### config.mk
export PLATFORM = sky130hd
export DESIGN_NAME = serial_adder
export DESIGN_NICKNAME = d
export VERILOG_FILES = /design/src/rtl/serial_adder_pkg.sv /design/src/rtl/serial_adder_adder_1bit.sv /design/src/rtl/serial_adder.sv
export SDC_FILE = /design/constraint.sdc
export NUM_CORES = 1
export LEC_CHECK = 0
export BUFFER_PORTS_ARGS = -buffer_cell sky130_fd_sc_hd__buf_2
export CAP_MARGIN = 30
export CORE_MARGIN = 2
export CORE_UTILIZATION = 50
export DETAILED_ROUTE_END_ITERATION = 8
export PLACE_DENSITY = 0.76
export SLEW_MARGIN = 5
export SYNTH_ARGS = -nofsm -noshare
export SYNTH_HDL_FRONTEND = slang
export SYNTH_SLANG_ARGS = --single-unit
export TNS_END_PERCENT = 5
### constraint.sdc
create_clock -name clk -period 3.5 [get_ports clk]
set_input_delay 0.7 -clock clk [delete_from_list [all_inputs] [get_ports clk]]
set_output_delay 0.7 -clock clk [all_outputs]
set_load 0.05 [all_outputs]
### src/rtl/serial_adder_pkg.sv
// Shared encodings for the bit-serial adder/subtractor: FSM states and op select.
package serial_adder_pkg;

    typedef enum logic [1:0] {
        IDLE = 2'd0,
        RUN  = 2'd1,
        DONE = 2'd2
    } state_e;

    localparam logic OP_ADD = 1'b0;
    localparam logic OP_SUB = 1'b1;

    // Carry/borrow seed for the LSB slice: subtraction adds ~b + 1.
    function automatic logic carry_seed(input logic op);
        return (op == OP_SUB);
    endfunction

endpackage

### src/rtl/serial_adder_adder_1bit.sv
// One-bit adder cell: propagate, generate and sum for a single bit slice.
module adder_1bit (
    input  logic a,
    input  logic b,
    input  logic c,
    output logic p,
    output logic g,
    output logic s
);

    assign p = a ^ b;
    assign g = a & b;
    assign s = p ^ c;

endmodule

### src/rtl/serial_adder.sv
// Bit-serial two's-complement adder/subtractor: one adder cell per cycle, carry
// loop closed through a flop, result and flags written on the MSB slice.
module serial_adder
    import serial_adder_pkg::*;
#(
    parameter int WIDTH = 16
) (
    input  logic             clk,
    input  logic             rst,
    input  logic             start,
    input  logic             sub,
    input  logic [WIDTH-1:0] a,
    input  logic [WIDTH-1:0] b,
    output logic [WIDTH-1:0] sum,
    output logic             cout,
    output logic             ovf,
    output logic             zero,
    output logic             busy,
    output logic             done
);

    localparam int CW = $clog2(WIDTH + 1);
    localparam logic [CW-1:0] LAST_BIT = CW'(WIDTH - 1);

    state_e           state_q, state_d;
    logic [WIDTH-1:0] ra_q, ra_d;
    logic [WIDTH-1:0] rb_q, rb_d;
    logic [WIDTH-1:0] acc_q, acc_d;
    logic             c_q, c_d;
    logic [CW-1:0]    cnt_q, cnt_d;
    logic [WIDTH-1:0] sum_q, sum_d;
    logic             cout_q, cout_d;
    logic             ovf_q, ovf_d;
    logic             zero_q, zero_d;

    logic             slice_p, slice_g, slice_s;
    logic             carry_next;
    logic [WIDTH-1:0] acc_shift;

    adder_1bit u_slice (
        .a (ra_q[0]),
        .b (rb_q[0]),
        .c (c_q),
        .p (slice_p),
        .g (slice_g),
        .s (slice_s)
    );

    assign carry_next = slice_g | (slice_p & c_q);
    assign acc_shift  = {slice_s, acc_q[WIDTH-1:1]};

    always_comb begin
        // NOTE: every target gets a default first so no path leaves it unassigned
        // (which would infer a latch).
        state_d = state_q;
        ra_d    = ra_q;
        rb_d    = rb_q;
        acc_d   = acc_q;
        c_d     = c_q;
        cnt_d   = cnt_q;
        sum_d   = sum_q;
        cout_d  = cout_q;
        ovf_d   = ovf_q;
        zero_d  = zero_q;

        unique case (state_q)
            IDLE, DONE: begin
                state_d = IDLE;
                if (start) begin
                    ra_d    = a;
                    rb_d    = b ^ {WIDTH{sub}};
                    c_d     = carry_seed(sub);
                    cnt_d   = '0;
                    acc_d   = '0;
                    state_d = RUN;
                end
            end
            RUN: begin
                ra_d  = {1'b0, ra_q[WIDTH-1:1]};
                rb_d  = {1'b0, rb_q[WIDTH-1:1]};
                acc_d = acc_shift;
                c_d   = carry_next;
                cnt_d = cnt_q + CW'(1);
                // MSB slice: c_q is the carry into the MSB, carry_next the carry out.
                if (cnt_q == LAST_BIT) begin
                    sum_d   = acc_shift;
                    cout_d  = carry_next;
                    ovf_d   = c_q ^ carry_next;
                    zero_d  = (acc_shift == '0);
                    state_d = DONE;
                end
            end
            default: state_d = IDLE;
        endcase
    end

    // NOTE: datapath shift registers are reset too, so an aborted operation leaves
    // no stale operand bits behind.
    always_ff @(posedge clk or posedge rst) begin
        if (rst) begin
            state_q <= IDLE;
            ra_q    <= '0;
            rb_q    <= '0;
            acc_q   <= '0;
            c_q     <= 1'b0;
            cnt_q   <= '0;
            sum_q   <= '0;
            cout_q  <= 1'b0;
            ovf_q   <= 1'b0;
            zero_q  <= 1'b0;
        end else begin
            // NOTE: non-blocking updates so every flop samples pre-edge values.
            state_q <= state_d;
            ra_q    <= ra_d;
            rb_q    <= rb_d;
            acc_q   <= acc_d;
            c_q     <= c_d;
            cnt_q   <= cnt_d;
            sum_q   <= sum_d;
            cout_q  <= cout_d;
            ovf_q   <= ovf_d;
            zero_q  <= zero_d;
        end
    end

    assign sum  = sum_q;
    assign cout = cout_q;
    assign ovf  = ovf_q;
    assign zero = zero_q;
    assign busy = (state_q == RUN);
    assign done = (state_q == DONE);

endmodule

==> results of run 1 <==
==> critical path, cell delays in order, from the launching register on <==
cell and delay (ns):
dfrtp_1 0.38, nand2b_1 0.15, buf_4 0.22, inv_6 0.32, buf_2 0.34
==> power by group <==
part | switching, µW | internal, µW | total [µW]
registers | 251 | 1220 | 1470
logic | 844 | 544 | 1390
clock network | 305 | 513 | 818
==> metal layers <==
layer | GRT usage, % | vias up
met3 | 7.81 | 10
met1 | 25.0 | 1092
met4 | 6.01 | 0
met5 | 0 | -
li1 | - | 1037
met2 | 26.1 | 92
==> worst paths after layout <==
kind	from	endpoint	cells past startpoint
max	state_q[1]$_DFFE_PP0P_	busy	4
min in group asynchronous	rst	rb_q[4]$_DFFE_PP0P_	2
max in group asynchronous	rst	state_q[1]$_DFFE_PP0P_	3
max reg2reg	state_q[0]$_DFFE_PP0P_	rb_q[5]$_DFFE_PP0P_	5
min reg2reg	zero$_DFFE_PP0P_	zero$_DFFE_PP0P_	2
min	zero$_DFFE_PP0P_	zero$_DFFE_PP0P_	2
==> layout make-up <==
class / instances / area [µm²]
Timing Repair Buffer: 60 / 330
Multi-Input combinational cell: 159 / 1180
Clock buffer: 12 / 155
Tap cell: 77 / 96.3
Sequential cell: 74 / 1850
Clock inverter: 4 / 97.6
Inverter: 4 / 20.0
Fill cell: 541 / 2540
==> cells in the mapped netlist, types with 2 or more instances <==
library cell,number
a221o_1,15
nor2_1,15
a22oi_1,16
mux2i_1,2
a22o_1,18
buf_2,9
mux2_2,17
ha_1,2
dfrtp_1,74
nand2_1,19
nand3_1,17
o21ai_0,4
buf_4,3
buf_6,6
inv_1,3
clkbuf_1,3
nand4_1,2
nor4_1,4
xnor2_1,16
nand2b_1,2
==> sequential cells by signal, summed over array words and instances (netlist names) <==
register	cells
ra_q	16
rb_q	16
sum	16
acc_q	15
cnt_q	5
state_q	2
c_q	1
cout	1
ovf	1
zero	1
==> per-stage QoR <==
step                      setup slack, ns  instance area (µm²)  hold WS [ns]
after CTS                            1.02                 3720         0.482
after detailed placement             1.20                 3460         0.466
after floorplan                     0.918                 3200         0.437
after global placement               1.27                 3460         0.457
final                                1.02                 3730         0.474
after global routing                0.923                 3730         0.507
==> logic make-up (layout without fill, tap and decap cells) <==
family / after synthesis / in the layout
and+or+nand+nor: 65 / 65
buffers and inverters: 25 / 80
adders and majority gates: 3 / 3
AOI/OAI and AO/OA: 55 / 55
muxes: 19 / 19
DFF: 74 / 74
xor gates and xnor gates: 17 / 17
==> placed cells by master, fill, tap and decap left out, drive strengths merged <==
cell type and instances:
nand2 19, ha 2, clkinvlp 1, mux2i 2, a22oi 16, buf 60, inv 4, and3 1
clkbuf 12, mux2 17, a22o 18, nor4 4, bufinv 3, nand4 2, and2b 1, o21ai 4
nor2b 1, a21o 1, xor2 1, nand2b 2, nand3b 1, o2bb2ai 1, nor2 16, dfrtp 74
a221o 15, nor3b 1, xnor2 16, nand3 17, fa 1
==> impl_metrics.yaml, run 1 <==
clock_network:
  insertion_delay_ns: 0.35
  cts_resized: 0
  cts_setup_buffers: 0
  cts_inserted_buffers: 9
  cts_sinks: 74
  clockBufferDepth: 2
  cts_tree: "built"
  clkSlewWorstSetupHoldPaths_ns: 0.07
  cts_hold_buf: 0
  clockRootBuffer: "clkbuf_8"
  htree_levels: 3
global_route:
  grt_pass1_wl_um: 10100
  grtUsageTotal_pct: 18.2
  grt_start_max_net_pins: 51
  antenna_found_initial: 0
  grt_overflow_total: 0
  grt_pass1_vias: 2074
layout:
  drive_gt1_share_pct: 30.7
  antenna_cells_inserted: 0
  syn_to_final_growth_pct: 16.7
  fin_cells: 390
  utilization_pct: 59.5
  final_nets: 347
yosys:
  ys_ff_latch: 74
  synth_top_family_by_area: "compound AO/OA/AOI/OAI gates"
  synth_cells: 258
  syn_avg_cell_area_um2: 12.4
  synth-xor-area-share_pct: 4.65
  ys_warn_count: 0
  synth.cell_area_um2: 3200
  synth_adder_area_share_pct: 1.41
  synth_seq_area_share_pct: 57.9
  synthSimpleGateAreaFrac_pct: 9.74
  synth.area.mux_share_pct: 6.61
  async_flop_share_pct: 100
  synth_nets: 297
  ys.flop_type: "dfrtp_1"
  synthTopCellsByArea: "dfrtp_1 58%, mux2_2 6.0%, a22o_1 4.9%"
  synth_edf_count: 0
  synth.distinct_cells: 31
  yosys.area.top_type: "dfrtp_1"
  synth-compound-area-share_pct: 14.5
  synth_top_cell_area_share_pct: 57.9
critical_path:
  endpoint_kind: "output pin"
  ff2ff_setup_slack_ns: 1.50
  arrival_ns: 1.78
  crit_type: "reg -> out"
  crit_path_start_kind: "flip-flop"
  cp_max_fo: 50
  critPathRequiredTime_ns: 2.80
power:
  ir_worst_vdd_mv: 0.588
  p_leak_uw: 0.00182
  p_per_area_nw_per_um2: 986
  finalPower_uw: 3680
route:
  drt-vias-per-instance: 5.72
  vias: 2231
  drtPass1Iterations: 4
  wl_met2_um: 2760
  drtIter0Drc: 113
  route.met3.wl_um: 417
  wire_per_inst_um: 15.3
  met1_length_um: 2680
  drcViolationCount: 0
  antenna_left: 0
  top_layer: "met4"
  finalWirelength_um: 5960
timing:
  relSlewSlack_pct: 40.2
  fin_crit_ns: 2.48
  fmax_ghz: 0.403
  fin_tns_setup_ns: 0
  setup_viol: 0
  hold_violations: 0
  skew_ns: 0.00667
  rsz0062_at_grt: "no"
  timing.final.crit_share_pct: 70.9
  tightest_slew_ns: 0.897
  slew_violations: 0
status:
  status: "finished, final reports clean"
floorplan:
  die_area_um2: 7050
  start_util_pct: 51.0
  die_w_um: 84.0
  die_h_um: 84.0
  core_um2: 6280
  io-pin-count: 57
  num_rows: 29
run:
  cap_violations: 0
placement:
  dp_hpwl_um: 3720
  portBuffers: 56
  place_inst: 373
  place_congestion: 0.754
worst_hold_path:
  min_path_type: "reg -> reg"
(Power assumes the default switching activity.)
==> inputs of run 2 (changes only) <==
==> constraint.sdc (replaced) <==
create_clock -name clk -period 2.4 [get_ports clk]
set_input_delay 0.48 -clock clk [delete_from_list [all_inputs] [get_ports clk]]
set_output_delay 0.48 -clock clk [all_outputs]
set_load 0.05 [all_outputs]
==> impl_metrics.yaml, run 2 (same netlist as run 1, synthesis figures left out) <==
status:
  status: "finished, final reports clean"
clock_network:
  cts_inserted_buffers: 9
  cts_hold_buf: 0
  insertion_delay_ns: 0.34
  cts_tree: "built"
  cts_sinks: 74
  clockRootBuffer: "clkbuf_8"
  clockBufferDepth: 2
  clkSlewWorstSetupHoldPaths_ns: 0.08
  htree_levels: 3
  cts_setup_buffers: 0
  cts_resized: 0
layout:
  mostFrequentLayoutCells: "74 x dfrtp_1, 56 x buf_2, 19 x nand2_1"
  multiInputGateArea_um2: 1180
  fin_cells: 392
  final_nets: 350
  seq_area_um2: 1850
  antenna_cells_inserted: 0
  num-fill-cells: 562
  syn_to_final_growth_pct: 13.8
  fin_area_um2: 3640
  final_common_cell: "dfrtp_1"
  drive_gt1_share_pct: 31.1
timing:
  whs_ns: 0.104
  slew_violations: 0
  tightest_slew_ns: 0.782
  timing.final.crit_share_pct: 87.8
  skew_ns: 0.00621
  fin_tns_setup_ns: 0
  hold_violations: 0
  fmax_ghz: 0.474
  relSlewSlack_pct: 47.8
  fin_crit_ns: 2.11
  setup_viol: 0
  rsz0062_at_grt: "no"
floorplan:
  core_um2: 6280
  die_h_um: 84.0
  start_util_pct: 51.0
  io-pin-count: 57
  die_area_um2: 7050
  num_rows: 29
  die_w_um: 84.0
route:
  vias: 2193
  finalWirelength_um: 5830
  antenna_left: 0
  drcViolationCount: 0
  wire_per_inst_um: 14.9
  drtPass1Iterations: 4
  drtIter0Drc: 143
  drt-vias-per-instance: 5.59
global_route:
  antenna_found_initial: 0
  grt_overflow_total: 0
  grt_pass1_wl_um: 10100
  grt_start_max_net_pins: 51
  grt_pass1_vias: 2168
  grtUsageTotal_pct: 18.0
critical_path:
  critPathRequiredTime_ns: 1.92
  reg2regPathDepth: 6
  crit_type: "reg -> out"
  endpoint_kind: "output pin"
  ff2ff_setup_slack_ns: 0.56
  r2r-start: "cnt_q[0]$_DFFE_PP0P_"
  r2r_end: "sum[3]$_DFFE_PP0P_"
  cp_max_fo: 50
  crit_path_start_kind: "flip-flop"
  arrival_ns: 1.63
power:
  p_leak_uw: 0.00178
  finalPower_uw: 4980
  p_per_area_nw_per_um2: 1370
  ir_worst_vdd_mv: 0.740
placement:
  portBuffers: 56
  dp_hpwl_um: 3860
  place_congestion: 0.754
  place_inst: 377
  dpl_cell_area_um2: 3480
worst_hold_path:
  min_path_type: "in -> async"
run:
  cap_violations: 0
-- run 2: layout make-up --
class                           count  share of cell area [%]
Multi-Input combinational cell    159                    32.4
Clock inverter                      5                   0.893
Timing Repair Buffer               63                    9.14
Tap cell                           77                    2.65
Clock buffer                       10                    3.50
Inverter                            4                   0.550
Sequential cell                    74                    50.8
-- run 2: how the worst max path moves through the flow --
stage                                start                    end  slack, ns  cells after the start
finish              state_q[1]$_DFFE_PP0P_                   busy       0.29                      3
global route        state_q[0]$_DFFE_PP0P_                   busy       0.23                      3
CTS                 state_q[1]$_DFFE_PP0P_                   busy       0.28                      3
detailed placement    cnt_q[0]$_DFFE_PP0P_     sum[1]$_DFFE_PP0P_       0.56                      6
global placement      cnt_q[0]$_DFFE_PP0P_     sum[7]$_DFFE_PP0P_       0.60                      6
floorplan                              rst  acc_q[10]$_DFFE_PP0P_       0.04                      1
-- run 2: power by group --
group	leakage (µW)	switching, µW	internal [µW]
clock	0.0000742	444	365
combinational	0.000762	1220	797
sequential	0.000944	368	1780
-- run 2: worst max-delay path, stage by stage, from the launching register on --
cell and delay (ns):
dfrtp_1 0.39, nand2b_1 0.22, inv_6 0.32, buf_2 0.34
-- run 2: per-stage QoR --
stage	util [%]	setup WS (ns)
floorplan	-	0.0384
global placement	55.5	0.599
detailed placement	55.5	0.563
CTS	58.0	0.277
global route	58.0	0.231
finish	58.0	0.292
-- run 2: per-layer routing --
metal | wire [µm] | track usage, % | vias up
met5 | 0 | 0 | -
met2 | 2610 | 27.3 | 70
met1 | 2770 | 24.8 | 1068
met4 | 77 | 4.99 | 0
met3 | 373 | 6.33 | 8
li1 | - | - | 1047
